--- src/rtl/multi_channel_timer.sv ---
// Bank of NUM_CH independent programmable timers: reloadable, up/down,
// one-shot or periodic. Terminal-count pulses are registered.
module multi_channel_timer #(
    parameter int unsigned WIDTH  = 8,
    parameter int unsigned NUM_CH = 4
) (
    input  logic                    clk,
    input  logic                    rst_n,
    input  logic                    tick,
    input  logic [NUM_CH-1:0]       load,
    input  logic [NUM_CH*WIDTH-1:0] load_val,
    input  logic [NUM_CH-1:0]       cfg_dir,
    input  logic [NUM_CH-1:0]       cfg_mode,
    input  logic [NUM_CH-1:0]       start,
    input  logic [NUM_CH-1:0]       stop,
    output logic [NUM_CH*WIDTH-1:0] count,
    output logic [NUM_CH-1:0]       tc_pulse,
    output logic [NUM_CH-1:0]       done,
    output logic [NUM_CH-1:0]       busy,
    output logic                    any_tc
);

    typedef enum logic [1:0] {StIdle, StRun, StDone} state_e;

    logic [NUM_CH-1:0] w_tc_all;
    logic              r_any_tc;

    for (genvar g = 0; g < NUM_CH; g++) begin : g_ch
        logic [WIDTH-1:0] r_reload, w_reload_d;
        logic [WIDTH-1:0] r_count, w_count_d;
        logic             r_dir, w_dir_d;
        logic             r_mode, w_mode_d;
        logic             r_tc, w_tc_d;
        state_e           r_state, w_state_d;
        logic [WIDTH-1:0] w_init, w_term, w_base, w_step, w_lv;

        assign w_lv   = load_val[g*WIDTH +: WIDTH];
        assign w_init = r_dir ? '0 : r_reload;
        assign w_term = r_dir ? r_reload : '0;
        // A start from DONE re-arms from init; from IDLE it resumes the held count.
        assign w_base = (r_state == StDone) ? w_init : r_count;
        assign w_step = r_dir ? r_count + WIDTH'(1) : r_count - WIDTH'(1);

        always_comb begin
            w_reload_d = r_reload;
            w_count_d  = r_count;
            w_dir_d    = r_dir;
            w_mode_d   = r_mode;
            w_state_d  = r_state;
            w_tc_d     = 1'b0;
            if (load[g]) begin
                w_reload_d = w_lv;
                w_dir_d    = cfg_dir[g];
                w_mode_d   = cfg_mode[g];
                w_count_d  = cfg_dir[g] ? '0 : w_lv;
                w_state_d  = StIdle;
            end else if (stop[g]) begin
                if (r_state == StRun) begin
                    w_state_d = StIdle;
                end
            end else if (start[g]) begin
                if (r_state != StRun) begin
                    w_count_d = w_base;
                    if (w_base != w_term || r_mode) begin
                        w_state_d = StRun;
                    end else begin
                        w_state_d = StDone;
                        w_tc_d    = 1'b1;
                    end
                end
            end else if (tick && r_state == StRun) begin
                if (r_count != w_term) begin
                    w_count_d = w_step;
                    if (w_step == w_term) begin
                        w_tc_d = 1'b1;
                        if (!r_mode) begin
                            w_state_d = StDone;
                        end
                    end
                end else begin
                    // Periodic wrap at term; reload=0 makes init==term, so pulse again.
                    w_count_d = w_init;
                    w_tc_d    = (w_init == w_term);
                    if (!r_mode) begin
                        w_state_d = StDone;
                    end
                end
            end
        end

        always_ff @(posedge clk or negedge rst_n) begin
            if (!rst_n) begin
                r_reload <= '0;
                r_count  <= '0;
                r_dir    <= 1'b0;
                r_mode   <= 1'b0;
                r_tc     <= 1'b0;
                r_state  <= StIdle;
            end else begin
                r_reload <= w_reload_d;
                r_count  <= w_count_d;
                r_dir    <= w_dir_d;
                r_mode   <= w_mode_d;
                r_tc     <= w_tc_d;
                r_state  <= w_state_d;
            end
        end

        assign w_tc_all[g]                = w_tc_d;
        assign count[g*WIDTH +: WIDTH]    = r_count;
        assign tc_pulse[g]                = r_tc;
        assign done[g]                    = (r_state == StDone);
        assign busy[g]                    = (r_state == StRun);
    end

    always_ff @(posedge clk or negedge rst_n) begin
        if (!rst_n) begin
            r_any_tc <= 1'b0;
        end else begin
            r_any_tc <= |w_tc_all;
        end
    end

    assign any_tc = r_any_tc;

endmodule

--- config.mk ---
export PLATFORM = sky130hd
export DESIGN_NAME = multi_channel_timer
export DESIGN_NICKNAME = d
export VERILOG_FILES = /design/src/rtl/multi_channel_timer.sv
export SDC_FILE = /design/constraint.sdc
export NUM_CORES = 1
export LEC_CHECK = 0
export CAP_MARGIN = 20
export CELL_PAD_IN_SITES_DETAIL_PLACEMENT = 0
export CELL_PAD_IN_SITES_GLOBAL_PLACEMENT = 2
export CORE_MARGIN = 10
export CORE_UTILIZATION = 37
export DETAILED_ROUTE_END_ITERATION = 8
export GPL_TIMING_DRIVEN = 0
export PLACE_DENSITY = 0.91
export SETUP_SLACK_MARGIN = 0.5
export SLEW_MARGIN = 15
export SYNTH_ARGS = -nofsm -noshare
export SYNTH_HDL_FRONTEND = slang
export SYNTH_SLANG_ARGS = --single-unit
export TNS_END_PERCENT = 1
--- constraint.sdc ---
create_clock -name clk -period 7.5 [get_ports clk]
set_clock_uncertainty 0.2 [all_clocks]
set_input_delay 1.125 -clock clk [delete_from_list [all_inputs] [get_ports clk]]
set_output_delay 1.125 -clock clk [all_outputs]
set_load 0.1 [all_outputs]
==> reports/metrics.cfg, run 1 <==
[pwr]
powerDensity_mw_per_mm2=278
ir_drop_uv=184
p_sw_frac=0.494
p_leak_nw=4.35
p_int_mw=1.51
clock_power_share=0.185
comb_power_share=0.601
seq_power_share=0.214
p_sw_mw=1.47

[placed_design]
placedCellCount=1596
finalWeightedCongestion=0.909
io_buffer_count=94
hpwl_mm=23.8

[run]
max_cap_viol_count=0

[die]
die_area_mm2=0.0310
core-area_mm2=0.0241
num_io_pins=100
num_rows=57
start_util=0.373
dieWidth_um=176
fp.dieH_um=176

[hold_path]
hp-class=flip-flop to flip-flop
whs_path_depth=2
hold_start=g_ch[2].r_state[0]
hold_path_end=g_ch[2].r_state[0]

[global_routing]
grt_pass1_vias=9162
grt_max_degree=56
antenna_found_initial=0
grt_pass1_wl_mm=50.8
gr-total-overflow=0
globalRouteTotalUtil=0.200

[critical_path]
worst_setup_path_start_kind=flip-flop
cp_data_arrival_time_ns=4.73
r2r_end=any_tc
r2r_cells=13
cpMostUsedCell=clkbuf_1
cpPeakStageDelay_ns=0.64
critical_path_class=flip-flop to flip-flop
critPathCaptureType=flip-flop
path_cells=inv_2, clkbuf_1, clkbuf_1, ha_1, buf_2, a21oi_1, o221ai_1, xor2_1, mux2i_1, o31ai_2, a31oi_1, o22ai_1, or4_1
r2r-start=g_ch[1].r_dir
slowest_stage=clkbuf_1
r2r_setup_slack_ns=2.80
crit_fanout=15
worst_ep_required_time_ns=7.52

[synth]
ys_top_cells_by_area=dfrtp_1 24%, nand2_1 5.8%, o21ai_0 4.8%
yosysTopAreaCell=dfrtp_1
ys_warn_count=0
ys_ff_latch=85
synth_seq_area_share=0.236
synthCells=1177
yosysTopAreaCellShare=0.236
syn_nets=1260
async_flop_share=1.00
syn_area_per_cell_um2=7.65
syn_area_mm2=0.00900
synth_top_flop_cell=dfrtp_1
ys_types=83
synth_edf_count=0

[clock_tree]
cts.sinks=85
cts_resized=0
post_cts_buffers=0
cts_tree=built
clockBufferDepth=2
htree_levels=3
insertion_delay_ns=0.36
clkTransAtPathRegs_ns=0.07
cts.hold.buffers_added=0
cts_inserted_buffers=9
cts_root_buffer=clkbuf_16

[route]
first_pass_iters=7
wl_per_cell_um=19.7
dr.first_iter.drc_count=791
vias=9526
route.detailed.drc=0
wirelength_mm=31.7
avgViaCountPerCell=5.91
postRouteAntennaNets=0

[sta]
slew_headroom=0.309
min_period_ns=4.70
finalMaxSlewViolations=0
rsz0062_at_grt=false
hold_viol_final=0
hold_slack_ns=0.330
setup-tns-final_ns=0
fin_crit_sh=0.627
max_freq_mhz=213
tightest_slew_ns=1.03
setup_viol=0

[cells_and_area]
drive_above_1_share=0.0854
mostFrequentLayoutCells=138 x nand2_1, 93 x clkdlybuf4s50_1, 86 x o21ai_0
antenna_cells=0
final_cells=1612
area_delta_synth_final_pct=19.1
nNetsFinal=1366
fillers=2517
utilization=0.445
final_common_cell=nand2_1

[run_status]
status=finished, final reports clean

## cell families (layout without fill, tap and decap cells)
| family | Yosys count | in the layout | synth area share |
|---|---|---|---|
| compound gates | 394 | 394 | 0.297 |
| xor+xnor | 45 | 45 | 0.0517 |
| fa+ha+maj | 28 | 28 | 0.0423 |
| buf+inv | 164 | 275 | 0.0752 |
| flops | 85 | 85 | 0.236 |
| mux | 62 | 62 | 0.0742 |
| simple gates | 399 | 399 | 0.223 |
## per-stage QoR
stage                     worst slack [ns]  cell area (um^2)  power, mW
after floorplan                       3.58              9000       1.97
after global placement                1.53             10300       2.41
after detailed placement              2.83             10400       2.42
after CTS                             2.82             10700       2.97
after global routing                  2.54             10700       3.17
final                                 2.80             10700       2.98
## final cells by class
cell class / instances / area [um^2] / share of cell area
Buffer: 107 / 463 / 0.0432
Sequential cell: 85 / 2130 / 0.198
Multi-Input combinational cell: 928 / 6190 / 0.578
Clock inverter: 7 / 123 / 0.0114
Inverter: 57 / 214 / 0.0200
Clock buffer: 9 / 225 / 0.0210
Tap cell: 324 / 405 / 0.0378
Timing Repair Buffer: 95 / 970 / 0.0904
## state kept, by name, summed over array words and instances, names as in the netlist
signal         flops
g_ch.r_reload     32
g_ch.r_tc          4
g_ch.r_dir         4
g_ch.r_state       8
g_ch.r_mode        4
g_ch.r_count      32
any_tc             1
## worst max-delay path by stage
stage,from,end,slack (ns),depth (start not counted)
2_1_floorplan,g_ch[1].r_count[0],g_ch[1].r_state[0],3.58,11
3_3_place_gp,rst_n,g_ch[1].r_count[4],1.53,1
3_5_place_dp,g_ch[1].r_dir,any_tc,2.83,13
4_1_cts,g_ch[1].r_dir,any_tc,2.82,13
5_1_grt,g_ch[1].r_dir,any_tc,2.54,13
6_report,g_ch[1].r_dir,any_tc,2.80,13
## critical path: cells and delay by family, from the launching register on
family,cells,cell delay (ns)
AO/OA/AOI/OAI,5,0.94
adder cells (fa/ha/maj),1,0.36
flip-flops,1,0.50
XOR/XNOR,1,0.43
buffers and inverters,4,1.33
AND/OR/NAND/NOR,1,0.53
multiplexers,1,0.27
## per-layer routing
metal  track usage  share of wire  vias to the layer above  wire length [um]
li1              -              -                     4569                 -
met1         0.266           0.46                     4624             14500
met2         0.333           0.47                      289             15000
met3        0.0325          0.053                       44              1690
met4        0.0477          0.017                        0               527
met5             0              0                        -                 0
## cells in the mapped netlist (all sizes together), types with 16 or more instances
| cell type | count |
|---|---|
| xnor2 | 22 |
| dfrtp | 85 |
| buf | 38 |
| nor2 | 80 |
| a211oi | 16 |
| inv | 57 |
| nand2b | 33 |
| nor3 | 29 |
| a221o | 16 |
| mux2i | 24 |
| ha | 24 |
| a21oi | 79 |
| mux2 | 38 |
| a31oi | 16 |
| a22oi | 17 |
| o21ai | 102 |
| clkbuf | 69 |
| nand3 | 16 |
| nand2 | 139 |
| xor2 | 18 |
## power groups by stage
stage          registers, mW  logic [mW]  clock network, mW
2_1_floorplan          0.909        1.06                  0
6_report               0.638        1.79              0.550
3_3_place_gp           0.645        1.76                  0
4_1_cts                0.638        1.78              0.557
3_5_place_dp           0.646        1.77                  0
5_1_grt                0.650        1.94              0.576
No activity file was read; power rests on OpenSTA's default activity.
==> run 2, diff against run 1 <==
CORE_UTILIZATION = 31   (was 37)
PLACE_DENSITY = 0.82   (was 0.91)
clock period = 4.1 ns   (was 7.5 ns; I/O delays follow)
==> reports/metrics.cfg, run 2 (same netlist as run 1, synthesis figures left out) <==
[cells_and_area]
largest_registers=g_ch.r_count: 32 flops, g_ch.r_reload: 32 flops, g_ch.r_state: 8 flops  ; unchanged
antenna_cells=0  ; unchanged
fillers=3032  ; was 2517
nNetsFinal=1379  ; was 1366
drive_above_1_share=0.133  ; was 0.0854
area_delta_synth_final_pct=24.5  ; was 19.1%
utilization=0.390  ; was 0.445
mostFrequentLayoutCells=138 x nand2_1, 93 x clkdlybuf4s50_1, 85 x o21ai_0  ; was 138 x nand2_1, 93 x clkdlybuf4s50_1, 86 x o21ai_0
multi_input_area_mm2=0.00640  ; was 0.00619 mm^2
final_cells=1685  ; was 1612
register_area_mm2=0.00214  ; was 0.00213 mm^2
final_common_cell=nand2_1  ; unchanged

[global_routing]
antenna_found_initial=0  ; unchanged
grt_max_degree=55  ; was 56
globalRouteTotalUtil=0.180  ; was 0.200
grt_pass1_wl_mm=53.2  ; was 50.8 mm
grt_pass1_vias=9345  ; was 9162
gr-total-overflow=0  ; unchanged

[route]
route.detailed.drc=0  ; unchanged
avgViaCountPerCell=5.69  ; was 5.91
wl_per_cell_um=19.8  ; was 19.7 um
dr.first_iter.drc_count=685  ; was 791
vias=9586  ; was 9526
first_pass_iters=5  ; was 7
postRouteAntennaNets=0  ; unchanged
wirelength_mm=33.3  ; was 31.7 mm

[clock_tree]
clockBufferDepth=2  ; unchanged
clkTransAtPathRegs_ns=0.07  ; about the same
cts.sinks=85  ; unchanged
cts_root_buffer=clkbuf_16  ; unchanged
htree_levels=3  ; unchanged
cts_tree=built  ; unchanged
cts_inserted_buffers=9  ; unchanged
insertion_delay_ns=0.35  ; was 0.36 ns

[critical_path]
crit_family=compound AO/OA/AOI/OAI gates  ; was buffers and inverters
slowest_stage=or4_4  ; was clkbuf_1
cpPeakStageDelay_ns=0.54  ; was 0.64 ns
crit_fanout=12  ; was 15
worst_setup_path_start_kind=flip-flop  ; unchanged
path_cells=inv_4, buf_8, clkbuf_16, ha_2, clkbuf_4, o22a_4, xnor2_2, or4_4, a311oi_4, a31oi_4, buf_4, o211ai_1, o31ai_1  ; was inv_2, clkbuf_1, clkbuf_1, ha_1, buf_2, a21oi_1, o221ai_1, xor2_1, mux2i_1, o31ai_2, a31oi_1, o22ai_1, or4_1
critPathBufInv=5  ; was 4
critPathCaptureType=flip-flop  ; unchanged
cp_data_arrival_time_ns=3.56  ; was 4.73 ns
worst_ep_required_time_ns=4.12  ; was 7.52 ns
critical_path_class=flip-flop to flip-flop  ; unchanged

[pwr]
comb_power_share=0.622  ; was 0.601
p_sw_mw=2.78  ; was 1.47 mW
seq_power_share=0.208  ; was 0.214
p_leak_nw=4.51  ; was 4.35 nW
clock_power_share=0.169  ; was 0.185
ir_drop_uv=531  ; was 184 uV
p_sw_frac=0.494  ; about the same
powerDensity_mw_per_mm2=502  ; was 278 mW/mm^2
p_int_mw=2.85  ; was 1.51 mW

[sta]
hold_viol_final=0  ; unchanged
finalMaxSlewViolations=0  ; unchanged
slew_headroom=0.319  ; was 0.309
tightest_slew_ns=1.02  ; was 1.03 ns
min_period_ns=3.53  ; was 4.70 ns
setup-tns-final_ns=0  ; unchanged
fin_crit_sh=0.862  ; was 0.627
setup_viol=0  ; unchanged
max_freq_mhz=283  ; was 213 MHz
rsz0062_at_grt=true  ; was false

[die]
core-area_mm2=0.0287  ; was 0.0241 mm^2
start_util=0.314  ; was 0.373
fp.dieH_um=190  ; was 176 um
num_rows=62  ; was 57
die_area_mm2=0.0362  ; was 0.0310 mm^2
dieWidth_um=190  ; was 176 um
num_io_pins=100  ; unchanged

[placed_design]
hpwl_mm=24.9  ; was 23.8 mm
finalWeightedCongestion=0.882  ; was 0.909
placedCellCount=1656  ; was 1596
io_buffer_count=94  ; unchanged

[run]
max_cap_viol_count=0  ; unchanged

[hold_path]
hp-class=flip-flop to flip-flop  ; unchanged

[run_status]
status=finished, final reports clean  ; unchanged

-- run 2: changes by cell type in the layout (fill, tap and decap cells not counted), moves of 3 or more --
cell,delta
buf_6,+3
dfrtp_2,+7
buf_2,-3
clkbuf_2,+10
inv_4,+3
ha_1,-3
clkbuf_8,+5
a21oi_1,-3
clkbuf_1,-16
buf_4,+12
dfrtp_1,-7
-- run 2: layout make-up --
type / count / share of cell area
Multi-Input combinational cell: 928 / 0.571
Sequential cell: 85 / 0.191
Timing Repair Buffer: 108 / 0.0955
Tap cell: 384 / 0.0429
Clock inverter: 5 / 0.00737
Clock buffer: 11 / 0.0226
Inverter: 57 / 0.0198
Buffer: 107 / 0.0500
-- run 2: final timing paths --
path / from / endpoint / slack (ns) / cells past startpoint
worst min-delay path: g_ch[2].r_state[0] / g_ch[2].r_state[0] / 0.34 / 2
worst min register to register: g_ch[2].r_state[0] / g_ch[2].r_state[0] / 0.34 / 2
worst max register to register: g_ch[1].r_dir / g_ch[1].r_state[1] / 0.57 / 13
worst max-delay path: g_ch[1].r_dir / g_ch[1].r_state[1] / 0.57 / 13
max in group asynchronous: rst_n / g_ch[1].r_dir / 2.55 / 3
min in group asynchronous: rst_n / g_ch[2].r_count[4] / 0.52 / 2
-- run 2: power groups by stage --
| stage | clock (mW) | combinational [mW] | sequential, mW |
|---|---|---|---|
| 6_report | 0.954 | 3.51 | 1.17 |
| 5_1_grt | 1.01 | 3.80 | 1.20 |
| 4_1_cts | 0.981 | 3.39 | 1.17 |
| 3_5_place_dp | 0 | 3.26 | 1.19 |
| 3_3_place_gp | 0 | 3.25 | 1.19 |
| 2_1_floorplan | 0 | 1.94 | 1.67 |
-- run 2: what timing repair did --
item | in CTS | in global routing
hold endpoints to repair | 31 | 0
buffers inserted | 6 | 6
pin swaps | 5 | 12
setup endpoints to repair | 23 | 12
resized for setup | 40 | 46
hold buffers | 1 | 0
-- run 2: worst reg2reg max path, cell delays in order, from the launching register on --
cell	delay (ns)
dfrtp_2	0.45
inv_4	0.08
buf_8	0.13
clkbuf_16	0.16
ha_2	0.27
clkbuf_4	0.18
o22a_4	0.27
xnor2_2	0.15
or4_4	0.54
a311oi_4	0.42
a31oi_4	0.16
buf_4	0.17
o211ai_1	0.15
o31ai_1	0.09
-- run 2: per-layer routing --
layer  vias to the layer above  GRT usage  part of all wire
met3                        54     0.0355             0.064
met5                         -          0                 0
met2                       311      0.290              0.46
li1                       4619          -                 -
met4                         0     0.0515             0.024
met1                      4602      0.239              0.45
-- run 2: per-stage QoR --
stage / power (mW) / cell area [um^2] / setup WS [ns] / hold slack [ns]
global route: 6.01 / 11200 / 0.440 / 0.367
detailed placement: 4.45 / 10500 / -0.395 / 0.326
global placement: 4.44 / 10400 / -1.73 / 0.300
finish: 5.63 / 11200 / 0.566 / 0.342
CTS: 5.54 / 11000 / 0.477 / 0.341
floorplan: 3.61 / 9000 / 0.458 / 0.119
==> run 3, diff against run 2 <==
==> constraint.sdc (replaced) <==
create_clock -name clk -period 4.1 [get_ports clk]
set_clock_uncertainty 0.2 [all_clocks]
set_input_delay 0.41 -clock clk [delete_from_list [all_inputs] [get_ports clk]]
set_output_delay 0.41 -clock clk [all_outputs]
set_load 0.1 [all_outputs]
==> results of run 3 <==
Same layout as run 2 (identical final DEF). Status: finished, final reports clean.
Among the figures that moved: hold slack 0.342 ns -> 0.311 ns
==> variant, RTL diff (settings of run 3) <==
Re-encode `state_e` (3 states) as one-hot, 3 bits wide.
--- a/src/rtl/multi_channel_timer.sv
+++ b/src/rtl/multi_channel_timer.sv
@@ -22,3 +22,3 @@
 
-    typedef enum logic [1:0] {StIdle, StRun, StDone} state_e;
+    typedef enum logic [2:0] {StIdle = 3'b001, StRun = 3'b010, StDone = 3'b100} state_e;
 
Check against the original RTL: no difference found for any inputs over 4 cycles, from zero or initial values and one cycle with rst_n low; so few cycles prove little.
==> variant against run 3 <==
Total power fell by 8.6%. Routed wire length fell by 2.1%. Combinational power fell by 12%. Synthesized area rose by 0.90%. Setup slack improved by 34 ps. Cell area rose by 0.27%. Sequential cell count rose by 4. Highest routed layer unchanged.
==> variant: results <==
group,metric,value,unit
critical_path,critPathMaxStageDelay,450,ps
finish,top_regs,"g_ch.r_count (32), g_ch.r_reload (32), g_ch.r_state (12)",
drt,wl_per_cell,19.4,um
placed_design,gp_congestion,0.866,
finish,nets,1377,
critical_path,path_max_fanout,10,
critical_path,slowest_stage,"a211oi_1",
logic_synthesis,ys_warn_count,0,
logic_synthesis,synthCells,1169,
global_routing,grtUsageTotal,0.175,
run_status,outcome,"finished clean",
worst_hold_path,hold_path_class,"in2reg",
critical_path,reg2reg_to,"any_tc",
pwr,vdd_drop_max,0.241,mV
drt,via_per_inst,5.55,
logic_synthesis,synthDistinctLibCells,103,
critical_path,r2r_start,"g_ch[0].r_dir",
critical_path,r2r_setup_slack,600,ps
drt,drtIter0Drc,837,
placed_design,dp.cells,1648,
placed_design,dp_hpwl,24200,um
logic_synthesis,synth_commonest_cells,"nand2_1 (157), o21ai_0 (104), nor2_1 (103)",
global_routing,grt_pass1_wl,51300,um
pwr,p_leak,4.60,nW
finish,drive_above_1_share,0.143,
cts,clkLatencyLatePin,370,ps
logic_synthesis,synth_fp_nets,1252,
global_routing,grt_pass1_vias,8867,
timing,worst_pin_slew,1020,ps
placed_design,place_area,0.0105,mm2
logic_synthesis,synth.top_cells.by_area,"dfrtp_1 (23%), nand2_1 (6.5%), o21ai_0 (5.7%)",
global_routing,grt_max_degree,48,
drt,wl,32600,um
logic_synthesis,ys_seq_area_frac,0.246,
[variant: worst max path at each step]
stage,startpoint,endpoint,depth (start not counted)
floorplan,g_ch[0].r_count[0],g_ch[0].r_state[1],12
global placement,rst_n,g_ch[0].r_count[5],1
detailed placement,g_ch[0].r_dir,g_ch[0].r_state[1],15
CTS,g_ch[3].r_dir,any_tc,14
global route,g_ch[0].r_dir,g_ch[0].r_state[1],14
finish,g_ch[0].r_dir,any_tc,13
[variant: cell type report]
| cell class | instances | area [um2] |
|---|---|---|
| Multi-Input combinational cell | 927 | 6290 |
| Fill cell | 3009 | 17500 |
| Sequential cell | 89 | 2230 |
| Inverter | 51 | 201 |
| Clock buffer | 10 | 239 |
| Tap cell | 384 | 480 |
| Clock inverter | 6 | 57.6 |
| Buffer | 102 | 618 |
| Timing Repair Buffer | 114 | 1120 |
[variant: metal layers]
| metal | track usage | routed length (um) | up-vias |
|---|---|---|---|
| li1 | - | - | 4521 |
| met4 | 0.0487 | 473 | 0 |
| met3 | 0.0292 | 1690 | 27 |
| met2 | 0.276 | 15000 | 247 |
| met1 | 0.242 | 15400 | 4547 |
| met5 | 0 | 0 | - |
[variant: timing repair]
item / 4_1_cts / 5_1_grt
hold buffers: 1 / 0
pin swaps: 4 / 16
endpoints found under the setup margin: 19 / 16
resized for setup: 21 / 38
cloned: 0 / 1
hold endpoints to repair: 40 / 0
buffers inserted: 3 / 14
[variant: report_power, final]
group          internal (mW)  switching [mW]
clock network          0.486           0.403
registers              0.988           0.178
logic                   1.20            1.89
total                   2.68            2.47
[variant: per-stage QoR]
| step | setup TNS, ps | util | setup slack, ps | power [mW] | hold slack (ps) |
|---|---|---|---|---|---|
| 3_5_place_dp | -1210 | 0.366 | -403 | 4.07 | 181 |
| 3_3_place_gp | -130450 | 0.365 | -1520 | 4.05 | 276 |
| 6_report | 0 | 0.390 | 600 | 5.15 | 223 |
| 4_1_cts | 0 | 0.380 | 472 | 5.03 | 198 |
| 5_1_grt | 0 | 0.390 | 451 | 5.51 | 221 |
| 2_1_floorplan | 0 | - | 375 | 3.34 | -85.6 |
[variant: worst min-delay path: stages]
cell     delay, ps
buf_6          110
a211o_1        160
o21ai_1         70
[variant: logic make-up after synthesis]
kind of cell | synth area share
AO/OA/AOI/OAI | 0.288
XOR/XNOR | 0.0612
adder cells (fa/ha/maj) | 0.0419
buffers and inverters | 0.0794
flip-flops | 0.246
multiplexers | 0.0605
AND/OR/NAND/NOR | 0.223
